===== src/rtl/i2c_scl_gen_param_if.sv =====
// Bus between the SCL/data-clock generator and the I2C master logic that controls it.
interface i2c_scl_gen_param_if;
  logic       ena;
  logic       scl_in;
  logic       timeout_clr;
  logic       scl_clk;
  logic       data_clk;
  logic [1:0] phase;
  logic       busy;
  logic       stretching;
  logic       period_done;
  logic       timeout;

  modport master (
    output ena, scl_in, timeout_clr,
    input  scl_clk, data_clk, phase, busy, stretching, period_done, timeout
  );

  modport slave (
    input  ena, scl_in, timeout_clr,
    output scl_clk, data_clk, phase, busy, stretching, period_done, timeout
  );
endinterface


===== src/rtl/i2c_scl_gen_param.sv =====
// I2C master SCL/data-clock generator: four-quarter bit period, slave clock stretching
// held in quarter 2, sticky stretch timeout, and registered period/phase status.
module i2c_scl_gen_param #(
  parameter int DIVIDER = 70000,
  parameter int CBITS   = 19,
  parameter int TIMEOUT = 1000000,
  parameter int TBITS   = 20
) (
  input  logic                   clk,
  input  logic                   rst,
  i2c_scl_gen_param_if.slave     bus
);

  localparam logic [0:0] S_IDLE = 1'b0;
  localparam logic [0:0] S_RUN  = 1'b1;

  localparam logic [CBITS-1:0] Q1   = CBITS'(DIVIDER);
  localparam logic [CBITS-1:0] Q2   = CBITS'(2 * DIVIDER);
  localparam logic [CBITS-1:0] Q3   = CBITS'(3 * DIVIDER);
  localparam logic [CBITS-1:0] LAST = CBITS'(4 * DIVIDER - 1);

  localparam logic [TBITS-1:0] T_LAST = TBITS'(TIMEOUT - 1);
  localparam logic [TBITS-1:0] T_MAX  = '1;

  logic [0:0]       r_state;
  logic [CBITS-1:0] r_cnt;
  logic [TBITS-1:0] r_tcnt;
  logic             r_scl_clk;
  logic             r_data_clk;
  logic [1:0]       r_phase;
  logic             r_busy;
  logic             r_stretching;
  logic             r_period_done;
  logic             r_timeout;

  logic             w_hold;
  logic             w_wrap;
  logic [0:0]       w_state_nxt;
  logic [CBITS-1:0] w_cnt_nxt;
  logic [3:0]       w_dec;

  // Returns {phase, scl_clk, data_clk} for a quarter-counter value.
  function automatic logic [3:0] decode(input logic [CBITS-1:0] c);
    if (c < Q1)      decode = 4'b00_0_0;
    else if (c < Q2) decode = 4'b01_0_1;
    else if (c < Q3) decode = 4'b10_1_1;
    else             decode = 4'b11_1_0;
  endfunction

  // A stretch only freezes the count while the timeout has not yet fired.
  assign w_hold = (r_state == S_RUN) && (r_phase == 2'd2) && !bus.scl_in && !r_timeout;
  assign w_wrap = (r_state == S_RUN) && !w_hold && (r_cnt == LAST);

  always_comb begin
    w_state_nxt = r_state;
    w_cnt_nxt   = r_cnt;
    if (r_state == S_IDLE) begin
      w_cnt_nxt = '0;
      if (bus.ena) w_state_nxt = S_RUN;
    end else if (w_hold) begin
      w_cnt_nxt = r_cnt;
    end else if (w_wrap) begin
      w_cnt_nxt = '0;
      if (!bus.ena) w_state_nxt = S_IDLE;
    end else begin
      w_cnt_nxt = r_cnt + 1'b1;
    end
    w_dec = decode(w_cnt_nxt);
  end

  always_ff @(posedge clk) begin
    if (rst) begin
      r_state       <= S_IDLE;
      r_cnt         <= '0;
      r_tcnt        <= '0;
      r_scl_clk     <= 1'b1;
      r_data_clk    <= 1'b0;
      r_phase       <= 2'd0;
      r_busy        <= 1'b0;
      r_stretching  <= 1'b0;
      r_period_done <= 1'b0;
      r_timeout     <= 1'b0;
    end else begin
      r_state       <= w_state_nxt;
      r_cnt         <= w_cnt_nxt;
      r_busy        <= (w_state_nxt == S_RUN);
      r_stretching  <= w_hold;
      r_period_done <= w_wrap;
      if (w_state_nxt == S_IDLE) begin
        r_phase    <= 2'd0;
        r_scl_clk  <= 1'b1;
        r_data_clk <= 1'b0;
      end else begin
        r_phase    <= w_dec[3:2];
        r_scl_clk  <= w_dec[1];
        r_data_clk <= w_dec[0];
      end
      if (w_hold) begin
        if (r_tcnt != T_MAX) r_tcnt <= r_tcnt + 1'b1;
      end else begin
        r_tcnt <= '0;
      end
      // Setting wins over a simultaneous clear so a fresh timeout is never lost.
      if (w_hold && (r_tcnt == T_LAST)) r_timeout <= 1'b1;
      else if (bus.timeout_clr)         r_timeout <= 1'b0;
    end
  end

  assign bus.scl_clk     = r_scl_clk;
  assign bus.data_clk    = r_data_clk;
  assign bus.phase       = r_phase;
  assign bus.busy        = r_busy;
  assign bus.stretching  = r_stretching;
  assign bus.period_done = r_period_done;
  assign bus.timeout     = r_timeout;

endmodule


===== src/flat_wrapper.sv =====
// flat-port wrapper written by rule: the top's interface ports become plain ports
module i2c_scl_gen_param_flat 
#(
  parameter int DIVIDER = 70000,
  parameter int CBITS   = 19,
  parameter int TIMEOUT = 1000000,
  parameter int TBITS   = 20
)
  (clk, rst, bus_ena, bus_scl_in, bus_timeout_clr, bus_scl_clk, bus_data_clk, bus_phase, bus_busy, bus_stretching, bus_period_done, bus_timeout);
  i2c_scl_gen_param_if bus_i ();
  input  logic clk;
  input  logic rst;
  input wire logic [$bits(bus_i.ena)-1:0] bus_ena;
  input wire logic [$bits(bus_i.scl_in)-1:0] bus_scl_in;
  input wire logic [$bits(bus_i.timeout_clr)-1:0] bus_timeout_clr;
  output wire logic [$bits(bus_i.scl_clk)-1:0] bus_scl_clk;
  output wire logic [$bits(bus_i.data_clk)-1:0] bus_data_clk;
  output wire logic [$bits(bus_i.phase)-1:0] bus_phase;
  output wire logic [$bits(bus_i.busy)-1:0] bus_busy;
  output wire logic [$bits(bus_i.stretching)-1:0] bus_stretching;
  output wire logic [$bits(bus_i.period_done)-1:0] bus_period_done;
  output wire logic [$bits(bus_i.timeout)-1:0] bus_timeout;
  assign bus_i.ena = bus_ena;
  assign bus_i.scl_in = bus_scl_in;
  assign bus_i.timeout_clr = bus_timeout_clr;
  assign bus_scl_clk = bus_i.scl_clk;
  assign bus_data_clk = bus_i.data_clk;
  assign bus_phase = bus_i.phase;
  assign bus_busy = bus_i.busy;
  assign bus_stretching = bus_i.stretching;
  assign bus_period_done = bus_i.period_done;
  assign bus_timeout = bus_i.timeout;
  i2c_scl_gen_param #(.DIVIDER(DIVIDER), .CBITS(CBITS), .TIMEOUT(TIMEOUT), .TBITS(TBITS)) u_core (.clk(clk), .rst(rst), .bus(bus_i));
endmodule

===== config.mk =====
export PLATFORM = sky130hd
export DESIGN_NAME = i2c_scl_gen_param_flat
export DESIGN_NICKNAME = d
export VERILOG_FILES = /design/src/rtl/i2c_scl_gen_param_if.sv /design/src/rtl/i2c_scl_gen_param.sv /design/src/flat_wrapper.sv
export SDC_FILE = /design/constraint.sdc
export NUM_CORES = 1
export LEC_CHECK = 0
export BUFFER_PORTS_ARGS = -buffer_cell sky130_fd_sc_hd__buf_2
export CAP_MARGIN = 20
export CORE_AREA = 10 10 91 93
export CTS_BUF_LIST = sky130_fd_sc_hd__clkbuf_2
export DETAILED_ROUTE_END_ITERATION = 8
export DIE_AREA = 0 0 101 103
export MAX_ROUTING_LAYER = met4
export PLACE_DENSITY = 0.66
export RECOVER_POWER = 100
export REMOVE_ABC_BUFFERS = 1
export SLEW_MARGIN = 10
export SYNTH_ARGS = -nofsm -noshare
export SYNTH_HDL_FRONTEND = slang
export SYNTH_SLANG_ARGS = --single-unit

===== constraint.sdc =====
create_clock -name clk -period 4.6 [get_ports clk]
set_input_delay 0.92 -clock clk [delete_from_list [all_inputs] [get_ports clk]]
set_output_delay 0.92 -clock clk [all_outputs]
set_load 0.05 [all_outputs]

==> results of run 1 <==
where the power goes:
group          internal, uW  switching, uW  total, uW
clock                  93.5            148        241
sequential              411           3.33        414
combinational          5.63           15.4       21.0
total                   510            167        676
cells by family (layout without fill, tap and decap cells):
kind of cell | count (synthesis) | count (layout) | share of synthesized area, %
xor gates and xnor gates | 31 | 31 | 10.75
DFF | 47 | 47 | 37.26
muxes | 1 | 1 | 0.3964
AOI/OAI and AO/OA | 49 | 49 | 14.17
and+or+nand+nor | 158 | 158 | 33.20
buffers and inverters | 17 | 27 | 3.221
adders and majority gates | 2 | 2 | 0.9909
synth_stat cells, types with 2 or more instances:
master     n
nand4_1   15
and4b_1    3
o21ai_0    5
a211oi_1   3
nand4b_1   2
xnor2_1   13
o32ai_1    2
nand2_1   22
nor4b_1    2
o21ai_1    2
nor2b_1    4
and3_1     7
buf_6      2
dfxtp_1   47
a21o_1     2
o21a_1     2
clkbuf_1   6
and2_1     6
nor3_1    10
a21oi_1   12
or2_2      2
xor2_1    18
nor2_1    50
inv_1      7
nor4_1     2
and4_1     4
a31oi_1    3
ha_1       2
or3_1      3
nand2b_1   6
nand3_1   13
nor3b_1    2
a41oi_1    3
final cells by class:
class / instances / area [um2]
clock buffers: 5 / 25.02
clock inverters: 3 / 46.29
fillers: 687 / 3894
inverters: 7 / 26.28
multi-input cells: 241 / 1486
flip-flops and latches: 47 / 940.9
well taps: 80 / 100.1
repair buffers: 12 / 50.05
critical path: stages (launching register included):
cell and delay [ns]:
dfxtp_1 0.51, nor3b_1 0.24, a211oi_1 0.88, a41oi_1 0.26, o21ai_0 0.60, a41oi_1 0.24
o31a_1 0.29, a41oi_1 0.25, nor2b_1 0.08
routing by layer:
metal  share of wire (%)  global-route usage, %
met2                  45                  18.43
met1                  50                  15.41
met3                 3.8                  2.346
met4                 1.7                  4.502
met5                   0                      -
through the flow:
stage	hold WS, ns	setup slack, ns	util [%]	instances
5_1_grt	0.5528	0.9479	40.72	395
4_1_cts	0.5248	1.729	41.12	395
2_1_floorplan	0.4526	1.728	-	295
6_report	0.5236	1.140	40.72	395
3_3_place_gp	0.4780	1.427	40.04	387
3_5_place_dp	0.4928	1.428	40.04	387
worst max path at each step:
| stage | start | end | depth (start not counted) |
|---|---|---|---|
| 2_1_floorplan | bus_scl_in | u_core.bus.phase[0] | 8 |
| 3_3_place_gp | bus_scl_in | u_core.bus.data_clk | 9 |
| 3_5_place_dp | bus_scl_in | u_core.bus.phase[1] | 9 |
| 4_1_cts | u_core.r_state | u_core.bus.phase[0] | 8 |
| 5_1_grt | u_core.r_state | u_core.bus.data_clk | 8 |
| 6_report | u_core.r_state | u_core.bus.phase[1] | 8 |
==> run metrics, run 1 <==
crit path capture type=flip-flop; Starting Density=about two fifths; EDFF count, synth=0; DRC Markers=0; post-synthesis cell count=just over 300; global-route wire length before repair=between 10 and 15 mm; Async S/R FF share, synth=0%; Netlist cell types=between 50 and 60; final wirelength=6.010 mm; Setup Skew=roughly 0.047 ns; FF-to-FF Start=u_core.r_state; Routed WL per cell=approximately 15 um; worst slew pin tran=~1.1 ns; Rows=30; initial DRC count=103; Slew HR=around 30%; Startpoint Class=flip-flop; synthesized area per cell=slightly above 8 um2; gr ovfl total=0; Power Total=between 600 and 700 uW; share of the synthesized area in the top cell type=between 30% and 40%; share of layout cells above drive strength 1=roughly 5.7%; unrepaired setup endpoints after global routing=no; placed inst area=2630 um2; Ys Warns=0; leading area contributor after synthesis=dfxtp_1; Placeable Area=6569 um2; Detailed Routing Iterations Pass 1=4; synth top area cells=dfxtp_1, nor2_1, xor2_1; Worst Path Required=between 4 and 5 ns; ant diodes=0; root buffer cell=clkbuf_2; Via density=5.557; number of clock sinks=47; final instance area=2675 um2; worst skew pair latency=between 0.4 and 0.5 ns; Largest register FFs=20; vias=roughly 2,200; most frequent cells in the layout=nor2_1, dfxtp_1, nand2_1, xor2_1, nand4_1; CTS tree=done; Lkg Pwr=a little under 0.0009 uW; post-layout net count=between 300 and 400; Hold Path Cell Cnt=2; depth of the most critical reg-to-reg path=8; Yosys reg bits=47; FF-to-FF setup slack=around 1.1 ns; Die Span X=between 100 and 150 um; global placement routability congestion=around 0.91; Max H-tree Level=2; WP data arrival=3.80 ns; PortBufs=12; sequential-to-total area share from yosys stat=37.26%; I/O pin cnt=13; status=finished clean; minimum clock period=approximately 3.5 ns; CP max FO=13; final hold viol count=0; Biggest register=u_core.r_tcnt; Slew Limit Fails=0; CTS buffer count=5; worst vdd ir=around 0.00016 V; Hold Crit Class=flip-flop to flip-flop; full die area=about 10,000 um2; antenna violations before repair=0; antenna-violating nets left=0; fmax=slightly below 300 MHz; clk slew on worst S/H paths=approximately 0.29 ns; Hold Path Sink=u_core.r_tcnt[1]; post-CTS setup buffer count=0; cts hold-fix bufs=0; Final TNS setup=0 ns; commonest non-fill, non-tap cell in the layout=nor2_1; Power per Cell Area=252.9 nW/um2; vias in the first global route=2,115; total track usage=between 10% and 20%; fin crit share=75.23%; Setup Viol. Count Final=0; Area Growth Syn to Fin=5.947%; # resized after CTS=0; Max-Cap Viols=0; critical path type=flip-flop to flip-flop; Mapped Area=around 2500 um2; min-delay src=u_core.r_tcnt[1]; HPWL after DPL=4.424 mm; Primary FF master, synth=dfxtp_1; Clock Path Buffers=2; FF-to-FF End=u_core.bus.phase[1]; die height=103 um; largest net degree at the start of global routing=21
(Power assumes the default switching activity.)
==> inputs of run 2 (changes only) <==
- PLACE_DENSITY: 0.66 -> 0.68
- clock period: 4.6 -> 3 ns (I/O delays scaled with it)
==> run 2 against run 1 <==
Compared with the run above:
- clock skew is 0.031 ns lower
- first-iteration DRC count is 13% higher
- register-to-register slack worse by 0.83 ns
- hold slack worse by 0.11 ns
- flip-flop and latch count stayed put
- largest power group unchanged
- setup slack worse by 0.83 ns
- critical endpoint is now u_core.bus.data_clk
==> run metrics, run 2 (same netlist as run 1, synthesis figures left out) <==
Placeable Area=around 6600 um2; Slew Limit Fails=0; DRC Markers=0; CP max FO=8; Area Growth Syn to Fin=6.938%; Lkg Pwr=0.0008848 uW; PortBufs=12; Detailed Routing Iterations Pass 1=4; CTS tree=done; worst skew pair latency=0.43 ns; final wirelength=a little under 6 mm; sw power=242.0 uW; Max-Cap Viols=0; worst vdd ir=around 0.00018 V; status=finished clean; Startpoint Class=flip-flop; antenna-violating nets left=0; Via density=between 5 and 6; part of the power in combinational logic=just under 4%; largest net degree at the start of global routing=21; Reg power frac=about 67%; Final TNS setup=0 ns; CTS buffer count=5; sw frac=about a quarter; Place WS=0.1644 ns; vias in the first global route=2,251; Routed WL per cell=14.69 um; post-CTS setup buffer count=0; unrepaired setup endpoints after global routing=no; cts hold-fix bufs=0; Power per Cell Area=347.2 nW/um2; root buffer cell=clkbuf_2; Largest register FFs=20; post-layout net count=about 330; internal power=between 600 and 700 uW; # resized after CTS=0; Starting Density=between 30% and 40%; final hold viol count=0; Clock Path Buffers=2; Clock power frac=around 29%; initial DRC count=116; Biggest register=u_core.r_tcnt; Die Span X=slightly above 100 um; fin crit share=around nine tenths; commonest non-fill, non-tap cell in the layout=nor2_1; worst slew pin tran=0.6951 ns; most frequent cells in the layout=nor2_1, dfxtp_1, nand2_1, xor2_1, nand4_1; total track usage=between 10% and 20%; Worst Path Required=approximately 3.3 ns; global-route wire length before repair=roughly 10 mm; Slew HR=~54%; gr ovfl total=0; critical path type=flip-flop to flip-flop; Hold Crit Class=primary input to flip-flop; global placement routability congestion=0.8438; minimum clock period=around 2.7 ns; clk slew on worst S/H paths=~0.23 ns; Max H-tree Level=2; WP data arrival=about 3.0 ns; antenna violations before repair=0; die height=slightly above 100 um; HPWL after DPL=4.534 mm; full die area=roughly 10,000 um2; number of clock sinks=47; share of layout cells above drive strength 1=about 7.5%; crit path capture type=flip-flop; Setup Skew=approximately 0.016 ns; Rows=30; I/O pin cnt=13; ant diodes=0; fmax=371.1 MHz; vias=about 2,300; Power Total=between 900 and 1000 uW; final worst slack=about 0.3 ns; Setup Viol. Count Final=0
-- run 2: final timing paths --
check	slack (ns)	end	cells past startpoint	startpoint
worst max register to register	0.31	u_core.bus.data_clk	8	u_core.r_cnt[5]
worst min-delay path	0.41	u_core.r_state	3	bus_ena
worst max-delay path	0.31	u_core.bus.data_clk	8	u_core.r_cnt[5]
worst min register to register	0.53	u_core.r_tcnt[1]	2	u_core.r_tcnt[1]
-- run 2: routing by layer --
| layer | share of wire, % | vias up | GRT usage, % |
|---|---|---|---|
| li1 | - | 1120 | - |
| met1 | 45 | 1072 | 14.00 |
| met2 | 48 | 64 | 20.34 |
| met3 | 4.8 | 12 | 3.016 |
| met4 | 2.1 | 0 | 4.716 |
| met5 | 0 | - | - |
-- run 2: area by class of cell --
type | count | area (um2)
repair buffers | 18 | 91.34
inverters | 7 | 26.28
clock inverters | 3 | 20.02
multi-input cells | 241 | 1496
well taps | 80 | 100.1
clock buffers | 5 | 25.02
flip-flops and latches | 47 | 940.9
fillers | 667 | 3869
-- run 2: power by group through the flow --
stage	combinational (uW)	sequential [uW]	clock (uW)
2_1_floorplan	14.2	651	0
3_3_place_gp	39.3	643	0
3_5_place_dp	38.9	643	0
4_1_cts	38.9	632	277
5_1_grt	39.5	633	309
6_report	36.4	632	269
-- run 2: critical path: stages (launching register included) --
cell	delay (ns)
dfxtp_1	0.50
nand4_1	0.16
a211oi_2	0.54
a41oi_1	0.22
o21ai_1	0.39
a41oi_1	0.19
o31a_1	0.26
a41oi_1	0.26
nor2_1	0.09
-- run 2: stage by stage --
| step | utilization (%) | hold slack (ns) | cells | instance area (um2) |
|---|---|---|---|---|
| final | 41.10 | 0.4119 | 401 | 2700 |
| after global routing | 41.10 | 0.3707 | 401 | 2700 |
| after CTS | 41.41 | 0.3995 | 401 | 2720 |
| after detailed placement | 40.72 | 0.4969 | 393 | 2675 |
| after global placement | 40.72 | 0.4806 | 393 | 2675 |
| after floorplan | - | 0.4526 | 295 | 2470 |
